[src/rtl/maze_pkg.sv]
// Shared definitions for the maze move path: direction codes, move FSM states,
// debounced-button bit positions and the direction priority encoder.
package maze_pkg;

  localparam logic [1:0] DIR_UP    = 2'b00;
  localparam logic [1:0] DIR_LEFT  = 2'b01;
  localparam logic [1:0] DIR_RIGHT = 2'b10;
  localparam logic [1:0] DIR_DOWN  = 2'b11;

  localparam int BTN_TOP    = 0;
  localparam int BTN_BOTTOM = 1;
  localparam int BTN_LEFT   = 2;
  localparam int BTN_RIGHT  = 3;

  typedef enum logic [1:0] {
    ST_IDLE     = 2'd0,
    ST_ISSUE    = 2'd1,
    ST_WAIT_REL = 2'd2
  } move_state_t;

  // Up > Down > Left > Right over every button currently held.
  function automatic logic [1:0] prio_dir(input logic [3:0] db);
    if (db[BTN_TOP])         return DIR_UP;
    else if (db[BTN_BOTTOM]) return DIR_DOWN;
    else if (db[BTN_LEFT])   return DIR_LEFT;
    else                     return DIR_RIGHT;
  endfunction

endpackage

[src/rtl/btn_debounce.sv]
// One raw button: two-flop synchroniser, then a counter that only lets the
// stable level follow the sample after DEBOUNCE_CYCLES consecutive differing cycles.
module btn_debounce #(
  parameter int DEBOUNCE_CYCLES = 1_000_000
) (
  input  logic clk_i,
  input  logic rst_i,
  input  logic raw_i,
  output logic sync_o,
  output logic level_o
);

  localparam int CNT_W = $clog2(DEBOUNCE_CYCLES);
  localparam logic [CNT_W-1:0] CNT_MAX = CNT_W'(DEBOUNCE_CYCLES - 1);

  logic             meta_q;
  logic             sync_q;
  logic             level_q;
  logic             level_d;
  logic [CNT_W-1:0] cnt_q;
  logic [CNT_W-1:0] cnt_d;

  always_comb begin
    cnt_d   = cnt_q;
    level_d = level_q;
    if (sync_q == level_q) begin
      cnt_d = '0;
    end else if (cnt_q == CNT_MAX) begin
      level_d = sync_q;
      cnt_d   = '0;
    end else begin
      cnt_d = cnt_q + CNT_W'(1);
    end
  end

  always_ff @(posedge clk_i or posedge rst_i) begin
    if (rst_i) begin
      meta_q  <= 1'b0;
      sync_q  <= 1'b0;
      level_q <= 1'b0;
      cnt_q   <= '0;
    end else begin
      meta_q  <= raw_i;
      sync_q  <= meta_q;
      level_q <= level_d;
      cnt_q   <= cnt_d;
    end
  end

  assign sync_o  = sync_q;
  assign level_o = level_q;

endmodule

[src/rtl/btn_move_ctrl.sv]
// Turns four bouncy push-buttons into single-shot 2-bit move commands over a
// valid/ready handshake: one move per press-and-release-all cycle.
module btn_move_ctrl
  import maze_pkg::*;
#(
  parameter int DEBOUNCE_CYCLES = 1_000_000
) (
  input  logic       clk,
  input  logic       reset,
  input  logic       btnTop,
  input  logic       btnBottom,
  input  logic       btnLeft,
  input  logic       btnRight,
  input  logic       move_ready,
  output logic       move_valid,
  output logic [1:0] move_dir,
  output logic [3:0] btn_db,
  output logic       busy
);

  logic [3:0]  raw;
  logic [3:0]  sample;
  logic [3:0]  db;
  logic [3:0]  prev_q;
  logic [1:0]  settle_q;
  logic        arm_q;
  logic        press;
  move_state_t state_q;
  move_state_t state_d;
  logic [1:0]  dir_q;
  logic [1:0]  dir_d;
  logic        valid_q;
  logic        valid_d;

  always_comb begin
    raw             = '0;
    raw[BTN_TOP]    = btnTop;
    raw[BTN_BOTTOM] = btnBottom;
    raw[BTN_LEFT]   = btnLeft;
    raw[BTN_RIGHT]  = btnRight;
  end

  for (genvar i = 0; i < 4; i++) begin : g_db
    btn_debounce #(
      .DEBOUNCE_CYCLES(DEBOUNCE_CYCLES)
    ) u_db (
      .clk_i  (clk),
      .rst_i  (reset),
      .raw_i  (raw[i]),
      .sync_o (sample[i]),
      .level_o(db[i])
    );
  end

  // Buttons held through reset must not count as a press once the debouncers
  // catch up, so moves stay disarmed until all synchronised inputs read low.
  always_ff @(posedge clk or posedge reset) begin
    if (reset) begin
      prev_q   <= '0;
      settle_q <= '0;
      arm_q    <= 1'b0;
    end else begin
      prev_q   <= db;
      settle_q <= {settle_q[0], 1'b1};
      if (settle_q[1] && (db == '0) && (sample == '0)) begin
        arm_q <= 1'b1;
      end
    end
  end

  assign press = arm_q && ((db & ~prev_q) != '0);

  always_comb begin
    state_d = state_q;
    dir_d   = dir_q;
    valid_d = valid_q;
    case (state_q)
      ST_IDLE: begin
        if (press) begin
          dir_d   = prio_dir(db);
          valid_d = 1'b1;
          state_d = ST_ISSUE;
        end
      end
      ST_ISSUE: begin
        if (valid_q && move_ready) begin
          valid_d = 1'b0;
          state_d = (db == '0) ? ST_IDLE : ST_WAIT_REL;
        end
      end
      ST_WAIT_REL: begin
        if (db == '0) begin
          state_d = ST_IDLE;
        end
      end
      default: begin
        state_d = ST_IDLE;
        valid_d = 1'b0;
      end
    endcase
  end

  always_ff @(posedge clk or posedge reset) begin
    if (reset) begin
      state_q <= ST_IDLE;
      dir_q   <= DIR_UP;
      valid_q <= 1'b0;
    end else begin
      state_q <= state_d;
      dir_q   <= dir_d;
      valid_q <= valid_d;
    end
  end

  assign move_valid = valid_q;
  assign move_dir   = dir_q;
  assign btn_db     = db;
  assign busy       = (state_q != ST_IDLE);

endmodule

[config.mk]
export PLATFORM = sky130hd
export DESIGN_NAME = btn_move_ctrl
export DESIGN_NICKNAME = d
export VERILOG_FILES = /design/src/rtl/maze_pkg.sv /design/src/rtl/btn_debounce.sv /design/src/rtl/btn_move_ctrl.sv
export SDC_FILE = /design/constraint.sdc
export NUM_CORES = 1
export LEC_CHECK = 0
export BUFFER_PORTS_ARGS = -buffer_cell sky130_fd_sc_hd__clkbuf_2
export CAP_MARGIN = 30
export CORE_ASPECT_RATIO = 2
export CORE_MARGIN = 4
export CORE_UTILIZATION = 60
export DETAILED_ROUTE_END_ITERATION = 12
export GPL_ROUTABILITY_DRIVEN = 0
export PLACE_DENSITY_LB_ADDON = 0.12
export SYNTH_ARGS = -nofsm -noshare
export SYNTH_HDL_FRONTEND = slang
export SYNTH_SLANG_ARGS = --single-unit
[constraint.sdc]
create_clock -name clk -period 4.7 [get_ports clk]
set_input_delay 0.705 -clock clk [delete_from_list [all_inputs] [get_ports clk]]
set_output_delay 0.705 -clock clk [all_outputs]
set_load 0.1 [all_outputs]
# [Yosys cells after proc, flatten, opt, wreduce, memory -nomap -nowiden]
# Index checks and enable logic that the tools add are counted.
[word_totals] elab_cells=81 out_inout_bits=8 inputBits=7 reg_bits=104
[op_classes] reduce_logical=16 addsub=4 mux=19 n_eq_ne=13 bitwise=7
[op_table] op="20-bit two-way mux" count=8
[op_table] op="20-bit by 1-bit adder with 20-bit output, second input constant" count=4
[op_table] op="20-bit == test, second input constant" count=4
[op_table] op="2-bit two-way mux" count=7
[op_table] op="2-bit AND reduction" count=5
[op_table] op="4-bit logical NOT" count=2
[op_table] op="2-bit inequality test, second input constant" count=3
[op_table] op="2-bit one-hot mux with 3 select lines" count=1
[op_table] op="3-bit AND reduction" count=2
[op_table] op="1-bit NOT" count=5
[op_table] op="4-bit AND" count=1
[op_table] op="1-bit == test" count=4
[op_table] op="1-bit logical AND" count=4
[op_table] op="4-bit NOT" count=1
[op_table] op="4-bit nonzero test" count=1
[op_table] op="1-bit one-hot mux with 3 select lines" count=1
[op_table] op="2-bit by 1-bit == test with 1-bit output, second input constant" count=1
[op_table] op="2-bit == test, second input constant" count=1
[op_table] op="2-bit logical NOT" count=1
[op_table] op="1-bit two-way mux" count=2
[op_table] op="2-bit nonzero test" count=1

# [Logic depth before layout (Yosys ltp)]
# Gate-level depths: netlist of run 1.
[logic_depth] depth_word=6 ltp_mapped=6 depth_no_buf=5

# [Cells and area by module]
# A second synthesis of run 1 with hierarchy kept.
[hier_totals] cells_unflattened=477 area_unflattened_um2=4996.0
[modules_own_cells] module="btn_debounce" cells_per_inst=109 n_inst=4 area_per_inst_um2=1118.6
[modules_own_cells] module="btn_move_ctrl" cells_per_inst=41 n_inst=1 area_per_inst_um2=521.8

# [Worst setup path after synthesis of run 1]
# Ideal clock, no wire load.
[synth_timing] path_type="reg-to-reg" start="register g_db[1].u_db.cnt_q[12]" end="register g_db[1].u_db.cnt_q[10]" arrival_time_ns=1.888 stages_incl_launch_ff=6 setup_ns=0.119 path_slack_ns=2.693 period_less_slack_ns=2.007 path_cell_list="dfrtp_1 > or4_1 > or4_4 > o21ai_4 > buf_6 > nor2_1"
[synth_between] elab_chain_len=3
[synth_rtl] item="start: declaration" line_no="btn_debounce.sv:20" rtl="logic [CNT_W-1:0] cnt_q;"
[synth_rtl] item="start signal: assignment" line_no="btn_debounce.sv:46" rtl="cnt_q <= cnt_d;"
[synth_rtl] item="20-bit == test" line_no="btn_debounce.sv:28" rtl="end else if (cnt_q == CNT_MAX) begin"
[synth_rtl] item="20-bit two-way mux" line_no="btn_debounce.sv:28"
[synth_rtl] item="20-bit two-way mux" line_no="btn_debounce.sv:26" rtl="if (sync_q == level_q) begin"
[synth_rtl] item="named net g_db[1].u_db.cnt_d[10]" line_no="btn_debounce.sv:21" rtl="logic [CNT_W-1:0] cnt_d;"
# The timed path passes the listed nets, and every way through them passes these cells.
# A chain may end at the register's enable or synchronous reset.

# [Worst setup path in the final report of run 1]
[layout_timing] start="register g_db[1].u_db.cnt_q[13]" end="register g_db[1].u_db.cnt_q[19]"
[layout_between] elab_chain_len=3 word_cells_on_any_way=4
[layout_rtl] item="20-bit by 1-bit adder with 20-bit output or 20-bit == test (tied branches)" line_no="btn_debounce.sv:32, btn_debounce.sv:28"
[layout_rtl] item="20-bit two-way mux *" line_no="btn_debounce.sv:28"
[layout_rtl] item="20-bit two-way mux *" line_no="btn_debounce.sv:26"
[layout_rtl] item="named net g_db[1].u_db.cnt_d[19]" line_no="btn_debounce.sv:21"
# The timed path passes the listed nets; every way through them passes the cells marked *.

==> results of run 1 <==
-- cell families after synthesis --
| logic type | count (synthesis) | synth area share (%) |
|---|---|---|
| flip-flops | 104 | 53.4 |
| other | 1 | 0.0770 |
| AND/OR/NAND/NOR | 225 | 23.8 |
| adder cells (fa/ha/maj) | 4 | 1.03 |
| buffers and inverters | 35 | 3.18 |
| AO/OA/AOI/OAI | 41 | 5.37 |
| multiplexers | 10 | 2.21 |
| XOR/XNOR | 61 | 11.0 |
-- report_power, final --
part | internal [mW] | switching (mW) | total [mW]
combinational | 0.0185 | 0.0508 | 0.0692
sequential | 0.910 | 0.0144 | 0.925
clock | 0.549 | 0.322 | 0.871
total | 1.48 | 0.387 | 1.86
-- worst paths after layout --
path                                             start                endpoint  slack [ps]  cells after the start
worst min register to register     g_db[1].u_db.meta_q     g_db[1].u_db.sync_o         350                      0
min in group asynchronous                        reset   g_db[3].u_db.cnt_q[0]         530                      2
worst max-delay path            g_db[1].u_db.cnt_q[13]  g_db[1].u_db.cnt_q[19]        2420                      4
max in group asynchronous                        reset   g_db[1].u_db.cnt_q[1]        3170                      3
worst max register to register  g_db[1].u_db.cnt_q[13]  g_db[1].u_db.cnt_q[19]        2420                      4
worst min-delay path               g_db[1].u_db.meta_q     g_db[1].u_db.sync_o         350                      0
-- Yosys cell counts (5+ instances only) --
| library cell | n | area (µm²) |
|---|---|---|
| clkbuf_1 | 5 | 18.8 |
| mux2_2 | 6 | 67.6 |
| nand4_1 | 18 | 113 |
| and2_1 | 5 | 31.3 |
| a21oi_1 | 16 | 80.1 |
| inv_1 | 24 | 90.1 |
| xnor2_1 | 49 | 429 |
| dfrtp_1 | 104 | 2600 |
| nand3_1 | 28 | 140 |
| xor2_1 | 12 | 105 |
| or4_1 | 7 | 52.6 |
| nor4_1 | 22 | 138 |
| or3_1 | 6 | 37.5 |
| nor2_1 | 79 | 297 |
| nor3_1 | 15 | 75.1 |
| and3_1 | 6 | 37.5 |
| o21ai_0 | 9 | 45.0 |
| o31ai_1 | 5 | 37.5 |
| nand2_1 | 20 | 75.1 |
-- worst register-to-register path: stages, from the launching register on --
cell     delay (ps)
dfrtp_1         440
or4_1           540
or4_4           580
o21ai_4         440
a21oi_1         130
-- state kept, by name, indices dropped and copies added, names as in the netlist --
name / cells
state_q: 2
arm_q: 1
move_dir: 2
g_db.u_db.meta_q: 4
g_db.u_db.sync_o: 4
settle_q: 2
prev_q: 4
move_valid: 1
g_db.u_db.cnt_q: 80
g_db.u_db.level_o: 4
-- per-layer routing --
metal  GRT usage (%)  vias up  share of wire (%)
li1                -     1705                  -
met1            24.6     1713                 39
met2            38.6       66                 56
met3            3.27       14                2.7
met4            8.47        0                1.7
met5               0        -                  0
-- layout make-up --
type                            instances  area (µm²)
Clock inverter                          5         103
Multi-Input combinational cell        342        2110
Timing Repair Buffer                   18         104
Sequential cell                       104        2600
Clock buffer                           11         253
Fill cell                             634        2550
Inverter                               24        92.6
Tap cell                               96         120
-- through the flow --
step | util [%] | instances | power, mW | hold WS [ps] | instance area, µm²
2_1_floorplan | - | 481 | 0.991 | 331 | 4870
5_1_grt | 67.8 | 600 | 1.92 | 355 | 5390
6_report | 67.8 | 600 | 1.86 | 349 | 5390
3_5_place_dp | 63.4 | 584 | 1.01 | 335 | 5030
4_1_cts | 67.8 | 600 | 1.88 | 350 | 5390
3_3_place_gp | 63.1 | 582 | 1.01 | 333 | 5010
==> results.json, run 1 <==
{
  "status": "completed",
  "syn_area_um2": 4870,
  "path_max_fanout": 19,
  "via_count": 3498,
  "finalCritPeriodShare_pct": 48.5,
  "hold_viol": 0,
  "start_util_pct": 61.3,
  "die_height_um": 135,
  "setup_tns_ps": 0,
  "clk_latency_ps": 340,
  "grt-ovfl-total": 0,
  "worstSetupPathType": "register to register",
  "tightestPinTransition_ps": 869,
  "synthFlopType": "dfrtp_1",
  "crit_path_max_incr_delay_ps": 580,
  "synthCells": 481,
  "postSynth.asyncResetShare_pct": 100,
  "clock_sinks": 104,
  "cp.required_ps": 4890,
  "synth_nets": 492,
  "drv_cap": 0,
  "relSlewSlack_pct": 42.1,
  "leakagePower_nw": 2.17,
  "crit_family": "simple AND/OR/NAND/NOR gates",
  "drt-initial-drc-count": 243,
  "nets": 510,
  "setup_viol": 0,
  "grt_antenna_before_repair": 0,
  "routedWlPerCell_um": 15.9,
  "cts_resized": 0,
  "worstPathArrival_ps": 2470,
  "grt_max_degree": 72,
  "layout_commonest_cell": "dfrtp_1",
  "cp-start-kind": "register",
  "slew_violations": 0,
  "detailed_place_hpwl_mm": 6.51,
  "clkTransAtPathRegs_ps": 70,
  "synth_cell_types": 44,
  "layout.cells.most_common_list": "104 x dfrtp_1, 79 x nor2_1, 49 x xnor2_1",
  "powerDensity_nw_per_um2": 346,
  "ys_warn_count": 0,
  "cts_hold_buf": 0,
  "cts-htree-levels": 3,
  "path_cells": "or4_1 -> or4_4 -> o21ai_4 -> a21oi_1",
  "hp-class": "register to register",
  "grt_pass1_vias": 3679,
  "irDropWorstVdd_mv": 0.345,
  "die_area_um2": 9710,
  "die_x_um": 71.7,
  "root_buffer": "clkbuf_16",
  "postRouteAntennaNets": 0,
  "synth_edf_count": 0,
  "vias_per_cell": 5.83,
  "yosysSeqAreaShare_pct": 53.4,
  "synth_seq_cells": 104,
  "rsz0062_at_grt": "no",
  "firstDrtPassIters": 4,
  "worstSetupEndpointType": "register",
  "io_pins": 15,
  "core_um2": 7940,
  "syn_area_per_cell_um2": 10.1,
  "cts_setup_buffers": 0,
  "grt_pass1_wl_mm": 16.5,
  "cts_tree": "yes",
  "track_usage_pct": 21.3,
  "finalCriticalPeriod_ps": 2280,
  "n_antenna_cell": 0,
  "cp.buffers_inverters": 0,
  "drt_wl_total_mm": 9.56,
  "place_ws_ps": 2450,
  "drc": 0,
  "fmax_ghz": 0.439,
  "setup_slack_ps": 2420,
  "areaGrowthSynthToFinish_pct": 10.6,
  "port_buffers": 14,
  "skew_ps": 6.34,
  "clk_path_buf_depth": 2,
  "cts_made_buffers": 9,
  "drive_above_1_share_pct": 10.1,
  "core.rowCount": 46,
  "cpMaxStageDelayCell": "or4_4"
}
Note: power is estimated with default switching activity, not from simulation.
==> run 2: changes to the inputs <==
==> constraint.sdc (replaced) <==
create_clock -name clk -period 2.2 [get_ports clk]
set_input_delay 0.33 -clock clk [delete_from_list [all_inputs] [get_ports clk]]
set_output_delay 0.33 -clock clk [all_outputs]
set_load 0.1 [all_outputs]
==> run 2 against run 1 <==
Fmax grew 9.7%. Sequential power up 110%. Largest power group unchanged. Core utilization rose by 0.90 points. Largest cell class unchanged.
==> results.json, run 2 (synthesis gave the netlist of run 1 again) <==
{
  "status": "completed",
  "start_util_pct": 61.3,
  "wl_met3_um": 239,
  "powerDensity_nw_per_um2": 686,
  "worstSetupPathType": "register to register",
  "finalCritPeriodShare_pct": 94.4,
  "r2r_slack_ps": 120,
  "core_um2": 7940,
  "drv_cap": 0,
  "grt_max_degree": 105,
  "sw_frac_of_total_pct": 22.3,
  "track_usage_pct": 20.9,
  "fmax_ghz": 0.481,
  "hold_viol": 0,
  "areaGrowthSynthToFinish_pct": 12.1,
  "worstSetupEndpointType": "register",
  "n_antenna_cell": 0,
  "relSlewSlack_pct": 62.9,
  "die_height_um": 135,
  "met1_length_mm": 3.79,
  "detailed_place_hpwl_mm": 6.24,
  "hp-start": "btnBottom",
  "via_count": 3544,
  "vias_per_cell": 5.77,
  "drt-initial-drc-count": 169,
  "hp-class": "primary input to register",
  "finalCriticalPeriod_ps": 2080,
  "layout_commonest_cell": "dfrtp_1",
  "drive_above_1_share_pct": 12.2,
  "tightestPinTransition_ps": 552,
  "combPwrFrac_pct": 4.1,
  "place_inst": 598,
  "irDropWorstVdd_mv": 0.555,
  "cts-htree-levels": 3,
  "clkTransAtPathRegs_ps": 70,
  "r2r-start": "g_db[1].u_db.cnt_q[12]",
  "cts_made_buffers": 9,
  "io_pins": 15,
  "netSwitchingPower_mw": 0.836,
  "cts_resized": 0,
  "worstPathArrival_ps": 2310,
  "firstDrtPassIters": 5,
  "r2r_cells": 4,
  "die_x_um": 71.7,
  "core.rowCount": 46,
  "postRouteAntennaNets": 0,
  "grt-ovfl-total": 0,
  "root_buffer": "clkbuf_16",
  "met2WireLength_mm": 5.08,
  "drt_wl_total_mm": 9.28,
  "clk_path_buf_depth": 2,
  "multi_input_area_um2": 2110,
  "cts_setup_buffers": 0,
  "clk_latency_ps": 350,
  "ff_latch_area_um2": 2600,
  "fin_cells": 614,
  "leakagePower_nw": 2.21,
  "largest_reg_flops": 80,
  "dr.max_layer_used": "met4",
  "setup_tns_ps": 0,
  "die_area_um2": 9710,
  "p_total_mw": 3.75,
  "layout.cells.most_common_list": "104 x dfrtp_1, 79 x nor2_1, 49 x xnor2_1",
  "rsz0062_at_grt": "no",
  "slew_violations": 0,
  "skew_ps": 12.4,
  "drc": 0,
  "routedWlPerCell_um": 15.1,
  "hold-worst-slack_ps": 94.2,
  "largest_register": "g_db.u_db.cnt_q",
  "reg2reg_to": "g_db[1].u_db.level_o",
  "clockPowerShare_pct": 43.2,
  "internal_power_mw": 2.91,
  "port_buffers": 14,
  "pwr-share-seq_pct": 52.7,
  "cp-endpoint": "g_db[1].u_db.level_o",
  "grt_antenna_before_repair": 0,
  "cts_tree": "yes",
  "nets": 524,
  "clock_sinks": 104,
  "grt_pass1_wl_mm": 16.1,
  "cp-start-kind": "register",
  "setup_viol": 0,
  "path_max_fanout": 4,
  "cp-startpoint": "g_db[1].u_db.cnt_q[12]",
  "cp.required_ps": 2430,
  "cts_hold_buf": 0,
  "grt_pass1_vias": 3591,
  "fillerInstances": 643
}
run 2: cell count changes in the layout (fill, tap and decap cells not counted), sizes merged:
cell | previous run | this run
buf | 4 | 18
clkinv | 1 | 2
bufinv | 3 | 1
clkbuf | 25 | 26
run 2: critical path: stages, from the launching register on:
cell and delay (ps):
dfrtp_1 420, or4_1 530, or4_4 570, nor2_1 120, mux2_2 330
run 2: area by class of cell:
class | count | area share (%)
Clock buffer | 12 | 4.51
Clock inverter | 4 | 0.962
Inverter | 24 | 1.72
Multi-Input combinational cell | 342 | 38.7
Sequential cell | 104 | 47.7
Tap cell | 96 | 2.20
Timing Repair Buffer | 32 | 4.22
run 2: worst min path at each step:
stage | to | slack, ps | cells after the start
2_1_floorplan | g_db[0].u_db.sync_o | 330 | 0
3_3_place_gp | settle_q[1] | 330 | 0
3_5_place_dp | g_db[0].u_db.sync_o | 340 | 0
4_1_cts | g_db[3].u_db.meta_q | 80 | 1
5_1_grt | g_db[2].u_db.meta_q | 80 | 1
6_report | g_db[1].u_db.meta_q | 90 | 1
run 2: per-layer routing:
metal  vias up  global-route usage [%]
li1       1743                       -
met1      1732                    24.1
met2        56                    37.4
met3        13                    3.12
met4         0                    9.10
met5         -                       0
run 2: power groups by stage:
stage | Clock [mW] | Combinational (mW) | Sequential (mW)
6_report | 1.62 | 0.154 | 1.98
5_1_grt | 1.71 | 0.176 | 1.98
4_1_cts | 1.64 | 0.158 | 1.98
3_5_place_dp | 0 | 0.156 | 2.01
3_3_place_gp | 0 | 0.153 | 2.01
2_1_floorplan | 0 | 0.104 | 2.01
run 2: per-stage QoR:
stage          utilization [%]  instance area (µm²)  setup slack (ps)
2_1_floorplan                -                 4880               193
3_3_place_gp              65.0                 5160               164
3_5_place_dp              65.0                 5160               128
4_1_cts                   68.7                 5460               123
5_1_grt                   68.7                 5460              82.1
6_report                  68.7                 5460               122
